--- config.mk ---
export PLATFORM = sky130hd
export DESIGN_NAME = pipe_trace_buffer
export DESIGN_NICKNAME = d
export VERILOG_FILES = /design/src/rtl/pipe_trace_pkg.sv /design/src/rtl/trace_ram.sv /design/src/rtl/pipe_trace_buffer.sv
export SDC_FILE = /design/constraint.sdc
export NUM_CORES = 2
export LEC_CHECK = 0
export BUFFER_PORTS_ARGS = -buffer_cell sky130_fd_sc_hd__buf_2
export CAP_MARGIN = 20
export CELL_PAD_IN_SITES_DETAIL_PLACEMENT = 1
export CELL_PAD_IN_SITES_GLOBAL_PLACEMENT = 2
export CORE_AREA = 2 2 513 515
export CTS_BUF_LIST = sky130_fd_sc_hd__clkbuf_4
export DETAILED_ROUTE_END_ITERATION = 12
export DIE_AREA = 0 0 515 517
export GPL_ROUTABILITY_DRIVEN = 0
export GPL_TIMING_DRIVEN = 0
export PLACE_DENSITY = 0.76
export SETUP_SLACK_MARGIN = 0.5
export SYNTH_ARGS = -nofsm -noshare
export SYNTH_HDL_FRONTEND = slang
export SYNTH_SLANG_ARGS = --single-unit
--- constraint.sdc ---
create_clock -name clk -period 41 [get_ports clk]
set_input_delay 2.05 -clock clk [delete_from_list [all_inputs] [get_ports clk]]
set_output_delay 2.05 -clock clk [all_outputs]
set_load 0.03 [all_outputs]
--- src/rtl/pipe_trace_pkg.sv ---
// Shared definitions for the pipeline trace buffer: capture state encoding.
package pipe_trace_pkg;

    typedef enum logic [1:0] {
        ST_IDLE  = 2'd0,
        ST_ARMED = 2'd1,
        ST_POST  = 2'd2,
        ST_DONE  = 2'd3
    } state_e;

endpackage

--- src/rtl/trace_ram.sv ---
// Simple dual-port trace storage: one write port, one registered read port.
// A same-cycle read of the slot being written returns the previous contents.
module trace_ram #(
    parameter int DEPTH = 16,
    parameter int WIDTH = 160,
    localparam int AW   = $clog2(DEPTH)
) (
    input  logic             clk,
    input  logic             reset,
    input  logic             we,
    input  logic [AW-1:0]    waddr,
    input  logic [WIDTH-1:0] wdata,
    input  logic [AW-1:0]    raddr,
    output logic [WIDTH-1:0] rdata
);

    logic [WIDTH-1:0] mem_q [DEPTH];
    logic [WIDTH-1:0] rdata_d;
    logic [WIDTH-1:0] rdata_q;

    // Storage is deliberately not reset; only the read register is.
    always_ff @(posedge clk) begin
        if (we) begin
            mem_q[waddr] <= wdata;
        end
    end

    always_comb begin
        rdata_d = mem_q[raddr];
    end

    always_ff @(posedge clk or negedge reset) begin
        if (!reset) begin
            rdata_q <= '0;
        end else begin
            rdata_q <= rdata_d;
        end
    end

    assign rdata = rdata_q;

endmodule

--- src/rtl/pipe_trace_buffer.sv ---
// Trace capture of PC plus per-stage instruction words into a circular buffer,
// with arm/trigger/post-trigger control and a registered, oldest-first read port.
module pipe_trace_buffer
    import pipe_trace_pkg::*;
#(
    parameter int XLEN      = 32,
    parameter int STAGES    = 4,
    parameter int DEPTH     = 16,
    parameter int POST_TRIG = 8,
    localparam int AW       = $clog2(DEPTH),
    localparam int CW       = AW + 1,
    localparam int SW       = (STAGES > 1) ? $clog2(STAGES) : 1
) (
    input  logic                   clk,
    input  logic                   reset,
    input  logic                   arm,
    input  logic                   sample_en,
    input  logic                   trig_en,
    input  logic [XLEN-1:0]        trig_pc,
    input  logic                   force_trig,
    input  logic [XLEN-1:0]        pc,
    input  logic [STAGES*XLEN-1:0] stage_instr,
    input  logic [AW-1:0]          rd_addr,
    input  logic [SW-1:0]          rd_stage,
    output logic [XLEN-1:0]        rd_pc,
    output logic [XLEN-1:0]        rd_instr,
    output logic                   rd_valid,
    output logic [1:0]             state,
    output logic [CW-1:0]          count,
    output logic [AW-1:0]          trig_idx
);

    localparam int WW = XLEN * (STAGES + 1);

    state_e          state_q, state_d;
    logic [AW-1:0]   wr_ptr_q, wr_ptr_d;
    logic [CW-1:0]   count_q, count_d;
    logic [AW-1:0]   post_cnt_q, post_cnt_d;
    logic [AW-1:0]   trig_slot_q, trig_slot_d;
    logic [SW-1:0]   rd_stage_q, rd_stage_d;
    logic            rd_valid_q, rd_valid_d;

    logic            trig_hit;
    logic            wr_en;
    logic            full;
    logic [AW-1:0]   base;
    logic [AW-1:0]   raddr;
    logic [WW-1:0]   rdata;

    always_ff @(posedge clk or negedge reset) begin
        if (!reset) begin
            state_q <= ST_IDLE;
        end else begin
            state_q <= state_d;
        end
    end

    always_comb begin
        state_d = state_q;
        if (arm) begin
            state_d = ST_ARMED;
        end else begin
            case (state_q)
                ST_ARMED: begin
                    if (trig_hit) begin
                        state_d = (POST_TRIG == 0) ? ST_DONE : ST_POST;
                    end
                end
                ST_POST: begin
                    if (sample_en && post_cnt_q == AW'(1)) begin
                        state_d = ST_DONE;
                    end
                end
                default: state_d = state_q;
            endcase
        end
    end

    always_comb begin
        trig_hit = sample_en & ((trig_en & (pc == trig_pc)) | force_trig);
        wr_en    = sample_en & ~arm & ((state_q == ST_ARMED) | (state_q == ST_POST));
        full     = (count_q == CW'(DEPTH));
        // Once the buffer has wrapped, the oldest sample sits at the write pointer.
        base     = full ? wr_ptr_q : '0;
        raddr    = base + rd_addr;

        wr_ptr_d    = wr_ptr_q;
        count_d     = count_q;
        post_cnt_d  = post_cnt_q;
        trig_slot_d = trig_slot_q;
        if (arm) begin
            wr_ptr_d    = '0;
            count_d     = '0;
            post_cnt_d  = '0;
            trig_slot_d = '0;
        end else if (wr_en) begin
            wr_ptr_d = wr_ptr_q + AW'(1);
            count_d  = full ? count_q : count_q + CW'(1);
            if (state_q == ST_ARMED && trig_hit) begin
                post_cnt_d  = AW'(POST_TRIG);
                trig_slot_d = wr_ptr_q;
            end else if (state_q == ST_POST) begin
                post_cnt_d = post_cnt_q - AW'(1);
            end
        end

        rd_stage_d = rd_stage;
        rd_valid_d = ({1'b0, rd_addr} < count_q);
    end

    always_ff @(posedge clk or negedge reset) begin
        if (!reset) begin
            wr_ptr_q    <= '0;
            count_q     <= '0;
            post_cnt_q  <= '0;
            trig_slot_q <= '0;
            rd_stage_q  <= '0;
            rd_valid_q  <= 1'b0;
        end else begin
            wr_ptr_q    <= wr_ptr_d;
            count_q     <= count_d;
            post_cnt_q  <= post_cnt_d;
            trig_slot_q <= trig_slot_d;
            rd_stage_q  <= rd_stage_d;
            rd_valid_q  <= rd_valid_d;
        end
    end

    // Entry layout: PC in the low word, stage k in word k+1.
    trace_ram #(
        .DEPTH (DEPTH),
        .WIDTH (WW)
    ) u_ram (
        .clk   (clk),
        .reset (reset),
        .we    (wr_en),
        .waddr (wr_ptr_q),
        .wdata ({stage_instr, pc}),
        .raddr (raddr),
        .rdata (rdata)
    );

    always_comb begin
        rd_pc    = rdata[XLEN-1:0];
        rd_instr = '0;
        for (int k = 0; k < STAGES; k++) begin
            if (rd_stage_q == SW'(k)) begin
                rd_instr = rdata[XLEN*(k+1) +: XLEN];
            end
        end
        rd_valid = rd_valid_q;
        state    = state_q;
        count    = count_q;
        trig_idx = trig_slot_q - base;
    end

endmodule

* Word level (Yosys, flattened, before mapping)
Memory sizes are Yosys's and may differ from the RTL's. A register that Yosys moved wholly into a read port is not among the register bits. Index checks and enable logic that the tools add are counted.
Storage, ports and cells: bits in registers 22, bits in writable memories 2560, word-level logic and storage cells 67, memories kept 1
Operators by class: $add $sub $neg 5, magnitude comparators 1, equal/unequal tests 11, mux-type cells 23, bitwise logic cells 7, reductions and logical operators 12
Memory list:
- u_ram.mem_q | depth 16, width 160, read ports 1, clocked after Yosys merged registers in 1, wr ports 1, RTL line trace_ram.sv:17 | logic [WIDTH-1:0] mem_q [DEPTH];
Operators with widths (count):
- 2-to-1 mux 32 bit | 4
- 2-to-1 mux 4 bit | 10
- equality test 32 bit | 1
- 2-to-1 mux 5 bit | 3
- equality test 2 bit, second input constant | 3
- 2-to-1 mux 2 bit | 3
- != test 3 bit, second input constant | 2
- AND reduction 2 bit | 3
- nonzero test 3 bit | 2
- adder 5 x 1 -> 5 bit, second input constant | 1
- equality test 5 bit, second input constant | 1
- < comparator 4 x 5 -> 1 bit | 1
- adder 4 x 1 -> 4 bit, second input constant | 1
- adder 4 bit | 1
- bitwise AND 1 bit | 4
- equality test 2 x 1 -> 1 bit, second input constant | 2
- equality test 4 x 1 -> 1 bit, second input constant | 1
- case mux 2 bit (2 select lines) | 1
- nonzero test 2 bit | 2
- subtractor 4 x 1 -> 4 bit, second input constant | 1
- subtractor 4 bit | 1
- AND reduction 3 bit | 1
- logical AND 1 bit | 2
- logical NOT 2 bit | 1
- other kinds (5) | 7

* Longest topological paths before layout
depth in word-level cells 8, mapped depth 13, mapped depth without buffers 11

* By module
From an unflattened synthesis, not the netlist that was laid out.
Second synthesis, totals: cells, all modules 4429, area, all modules 102874.9 µm²
Modules (own cells, without submodules):
- trace_ram | times used 1, cells an instance 4187, area each 100262.4 µm²
- pipe_trace_buffer | times used 1, cells an instance 242, area each 2612.5 µm²

* Worst setup path before layout
Ideal clock, no wire load.
path kind input to register, start input port sample_en, end memory u_ram.mem_q[0][0] (enable), library setup time 875 ps, arrival 13569 ps, path slack 26556 ps, stages 5, path through or2b_1 > clkbuf_1 > nor2_1 > nand2_1 > nor3_1
On the way: word-level cells in the longest chain between the ends 4
RTL lines:
- from (decl) | RTL line pipe_trace_buffer.sv:17 | input logic sample_en,
- bitwise AND 1 bit (2 in series) | RTL line pipe_trace_buffer.sv:81 | wr_en = sample_en & ~arm & ((state_q == ST_ARMED) | (state_q == ST_POST));
- 2-to-1 mux 1 bit | RTL line trace_ram.sv:23 | if (we) begin
- 2-to-1 mux 1 bit (not written as such) | RTL line trace_ram.sv:24 | mem_q[waddr] <= wdata;
- to (decl) | RTL line trace_ram.sv:17
Every way passes these cells.

* Worst setup path after layout
start register count_q[0] (netlist: count[0]), end register u_ram.rdata_q[49] (netlist: u_ram.rdata[49]), read port of u_ram.mem_q
On the way: word-level cells in the longest chain between the ends 3
RTL lines:
- from (decl) | RTL line pipe_trace_buffer.sv:37 | logic [CW-1:0] count_q, count_d;
- from (signal assigned) | RTL line pipe_trace_buffer.sv:121 | count_q <= count_d;
- equality test 5 bit | RTL line pipe_trace_buffer.sv:82 | full = (count_q == CW'(DEPTH));
- 2-to-1 mux 4 bit | RTL line pipe_trace_buffer.sv:84 | base = full ? wr_ptr_q : '0;
- adder 4 bit | RTL line pipe_trace_buffer.sv:85 | raddr = base + rd_addr;
- to (decl) | RTL line trace_ram.sv:19 | logic [WIDTH-1:0] rdata_q;
Every way passes these cells. A chain may end at the register's enable or synchronous reset.

==> results list <==
* #FFs+latches synth: approximately 2.7k
* CTS tree: done
- For this run the aggregate overflow at the end of global routing stands at 0.
* Number of warnings issued by yosys: 0
* Detail-routed net length per standard cell: a little under 30 um
- Power spread over the standard cell area amounts to between 40 and 50 nW/um2.
* CP dominant cell by count: sky130_fd_sc_hd__buf_2
- For this design the static power due to leakage is between 40 and 50 nW.
* Footprint of the multi-input gates: 21,000 um2
* Fraction of power consumed by combinational cells: 6.0%
- Share of cells above drive strength 1: 36.1%
- In the routed design, unresolved DRC markers number 0.
- Core box area: approximately 260,000 um2
- The number of antenna violations at the first check in global routing came to between 90 and 100.
- All-Layer GR Usage: a little over a fifth
- Clock sinks: roughly 2.7k
- WHS: ~0.55 ns
* Drt first-iter violations: around 5.4k
- After synthesis, the share of flip-flops with an asynchronous set or reset is around 6.6%.
* Floorplan row count: 188
- The critical path is of the reg2reg type.
- STA puts the critical path data arrival time at 7.44 ns.
- Counting the fill cells in the layout gives about 25k.
- The hold violation total from the final report came to 0.
* TritonCTS buffer count: ~690
- The cell family contributing the most delay on the critical path is buffers and inverters.
- Net total in the final layout: between 6k and 7k
- Ranked by instance count, the synthesized netlist is headed by 2,560 x sky130_fd_sc_hd__edfxtp_1, 672 x sky130_fd_sc_hd__mux4_2, 669 x sky130_fd_sc_hd__nand2_1.
- EDFF count, synth: 2,560
- Number of vias in the routed layout: roughly 55k
* Total nets after synthesis: 5,097
- Switching power share of the total: 23.3%
* Design area: around 120,000 um2
- Via count of the first global-routing pass: 58.7k
- Area share of the largest cell type after synthesis: between 70% and 80%
- Setup Fix Bufs, Post-CTS: 0
* Number of nets with antenna violations after detailed routing: 0
- The clock passes through at most 4 buffers.
- Clock skew on the completed layout was measured at 0.132 ns.
- For the pin with the worst max-slew slack, the measured transition is about 1.1 ns.
* Clk root buf: sky130_fd_sc_hd__clkbuf_4
- Across the run, the number of max-cap violations was 0.
- The largest individual stage delay along the critical path comes from the cell sky130_fd_sc_hd__a31oi_1.
- Clock Latency Late Sink: 1.33 ns
- Pint: ~4.4 mW
- For this configuration, the core starts out at a cell density of 39.7%.
- Area of the die: ~270,000 um2
- Sequential cell fraction of total power: between 50% and 60%
* Final wirelength: 290 mm
* Cell types occupying the most area after synthesis: sky130_fd_sc_hd__edfxtp_1 74%, sky130_fd_sc_hd__mux4_2 15%, sky130_fd_sc_hd__dfrtp_1 4.4%
* Post-CTS clock slew at the launch and capture registers of the worst setup and hold paths: around 0.07 ns
- The worst path uses 15.4% of the clock period.
- From synthesis to final layout, the design area changed by 17.1%.
- Gate count of the mapped netlist: about 4.9k
- Post-synthesis instance area: approximately 100,000 um2
- Traced cell by cell, the critical path runs through inv_1 -> ha_1 -> and4bb_2 -> and2_1 -> ha_1 -> fa_1 -> buf_2 -> buf_2 -> buf_2 -> buf_1 -> mux4_2 -> nand2_1 -> a31oi_1.
- The floorplan step set the die height to between 500 and 600 um.
* Final number of setup-violating endpoints: 0
- Sequential cell area in the final layout: ~81,000 um2
- The first TritonRoute pass finished after 5 iterations.
* Number of buffers added on ports: approximately 280
* Area leader, netlist: sky130_fd_sc_hd__edfxtp_1
- For this run, the slowest stage of the critical path takes 0.90 ns.
- The worst setup path is captured at a flip-flop.
- The clock network burns between 40% and 50% of the power.
- In this run, distinct cell masters in the synthesized netlist total 46.
- The worst path needs approximately 6.3 ns of the cycle, external delays included.
- Most common flop cell mapped by yosys: sky130_fd_sc_hd__edfxtp_1
- Pin placement for this block handled between 200 and 300 I/O pins.
- Upper clock frequency limit: approximately 160 MHz
- The run finished with clean final reports.
- In this run the mean area of a mapped cell was around 21 um2.
- Sequential area share after synthesis: between 70% and 80%
- In the routed layout, each cell is associated on average with a via count of roughly 5.5.
* Total count of max-transition violations in the final report: 0
- Sw power: 1.35 mW
- Cell with the most instances after synthesis: sky130_fd_sc_hd__edfxtp_1
- Buffers and inverters on the worst path: 5
- In this run the cell area measured after placement is between 100,000 and 150,000 um2.
* RSZ-0062 raised after global routing: no
- The worst-case IR drop observed on VDD is 0.0277 mV.
- Biggest fanout along the worst timing path: 10
- Detailed Place HPWL: 190 mm
- Worst slew margin relative to its limit: approximately a quarter
- The first global-routing pass estimated 416 mm of wire.
- Resize count post-CTS: 0
- In this run the worst hold path is classified as reg2reg.
- Worst path required time: about 42 ns
* Maximum number of pins on one net before global-route repair: 93
- In this run the horizontal extent of the chip is around 520 um.
- In the final timing run, aggregate negative setup slack is 0 ns.
- The worst setup path is launched from a flip-flop.
* # hold bufs at CTS: 0
- CTS H-tree depth: 6
[layout make-up]
| type | instances | share of cell area [%] |
|---|---|---|
| flip-flops and latches | 2742 | 67.0 |
| multi-input cells | 1816 | 17.3 |
| clock buffers | 1007 | 6.22 |
| repair buffers | 463 | 3.63 |
| well taps | 3420 | 3.52 |
| plain buffers | 293 | 1.12 |
| clock inverters | 217 | 1.10 |
| inverters | 21 | 0.0649 |
| diodes | 29 | 0.0597 |
[path summary, 6_finish.rpt]
check | start | end | slack [ns] | depth (start not counted)
max in group asynchronous | reset | u_ram.rdata[54] | 39.10 | 3
min in group asynchronous | reset | u_ram.rdata[15] | 0.60 | 1
worst min register to register | trig_slot_q[0] | trig_slot_q[0] | 0.55 | 2
worst max-delay path | count[0] | u_ram.rdata[49] | 34.68 | 13
worst max register to register | count[0] | u_ram.rdata[49] | 34.68 | 13
worst min-delay path | trig_slot_q[0] | trig_slot_q[0] | 0.55 | 2
[worst min-delay path: stages (launching register included)]
cell	delay, ns
sky130_fd_sc_hd__dfrtp_1	0.38
sky130_fd_sc_hd__nand2_1	0.07
sky130_fd_sc_hd__mux2i_1	0.06
[registers in the layout, summed over array words and instances, names as in the netlist, 2 cells and up]
name	flops
wr_ptr_q	4
rd_stage_q	2
state	2
trig_slot_q	4
u_ram.mem_q	2560
u_ram.rdata	160
post_cnt_q	4
count	5
[layout by cell type (no fill, tap or decap), types with 4 or more instances in the layout]
cell type and n:
sky130_fd_sc_hd__a21o_1 4, sky130_fd_sc_hd__nand4_1 5, sky130_fd_sc_hd__dfrtp_1 182, sky130_fd_sc_hd__clkinv_4 5, sky130_fd_sc_hd__bufinv_16 16, sky130_fd_sc_hd__xor2_1 33
sky130_fd_sc_hd__nand2_1 669, sky130_fd_sc_hd__buf_2 365, sky130_fd_sc_hd__clkinvlp_4 11, sky130_fd_sc_hd__nor3_2 5, sky130_fd_sc_hd__buf_8 7, sky130_fd_sc_hd__and3_1 160
sky130_fd_sc_hd__buf_12 79, sky130_fd_sc_hd__nor2_4 12, sky130_fd_sc_hd__clkbuf_1 135, sky130_fd_sc_hd__buf_4 41, sky130_fd_sc_hd__a31oi_1 161, sky130_fd_sc_hd__clkbuf_4 1007
sky130_fd_sc_hd__mux4_2 672, sky130_fd_sc_hd__edfxtp_1 2560, sky130_fd_sc_hd__xnor2_1 8, sky130_fd_sc_hd__diode_2 29, sky130_fd_sc_hd__mux2i_1 6, sky130_fd_sc_hd__nor4_1 6
sky130_fd_sc_hd__a21oi_1 6, sky130_fd_sc_hd__inv_2 9, sky130_fd_sc_hd__nor2_1 12, sky130_fd_sc_hd__clkinv_2 21, sky130_fd_sc_hd__buf_6 78, sky130_fd_sc_hd__ha_1 19
sky130_fd_sc_hd__buf_1 21, sky130_fd_sc_hd__clkbuf_2 15, sky130_fd_sc_hd__buf_16 15, sky130_fd_sc_hd__nand2b_1 4, sky130_fd_sc_hd__inv_1 21, sky130_fd_sc_hd__clkinv_1 154
[routing by layer]
metal	part of all wire (%)	wire, um	track usage [%]	vias to the layer above
met4	3.4	9750	8.29	54
met2	49	142000	35.3	2425
met3	7.7	22200	5.15	572
met1	40	115000	28.4	29200
li1	-	-	-	22600
met5	0.12	343	0	-
[through the flow]
step                setup WS [ns]  util (%)  std cells  total power, mW
global placement            13.12      41.9       8570             3.52
global route                34.59      46.5       9996             6.01
detailed placement          33.70      43.1       8755             3.52
floorplan                   26.56         -       4872             3.35
CTS                         34.66      46.5       9979             5.86
finish                      34.68      46.6      10000             5.80
[power groups by stage]
stage          logic [mW]  registers [mW]  clock network (mW)
2_1_floorplan       0.180            3.17                   0
3_5_place_dp        0.349            3.18                   0
3_3_place_gp        0.328            3.19                   0
4_1_cts             0.351            3.12                2.39
5_1_grt             0.369            3.12                2.53
6_report            0.346            3.12                2.34
[cells by family (layout without fill, tap and decap cells)]
logic type | count (synthesis) | after routing | share of synthesized area, %
adder cells (fa/ha/maj) | 21 | 21 | 0.268
AND/OR/NAND/NOR | 886 | 886 | 3.68
AO/OA/AOI/OAI | 187 | 187 | 1.17
XOR/XNOR | 44 | 44 | 0.393
buffers and inverters | 314 | 2001 | 1.38
other | 0 | 29 | 0
flip-flops | 2742 | 2742 | 78.5
multiplexers | 678 | 678 | 14.6
(Power assumes the default switching activity.)
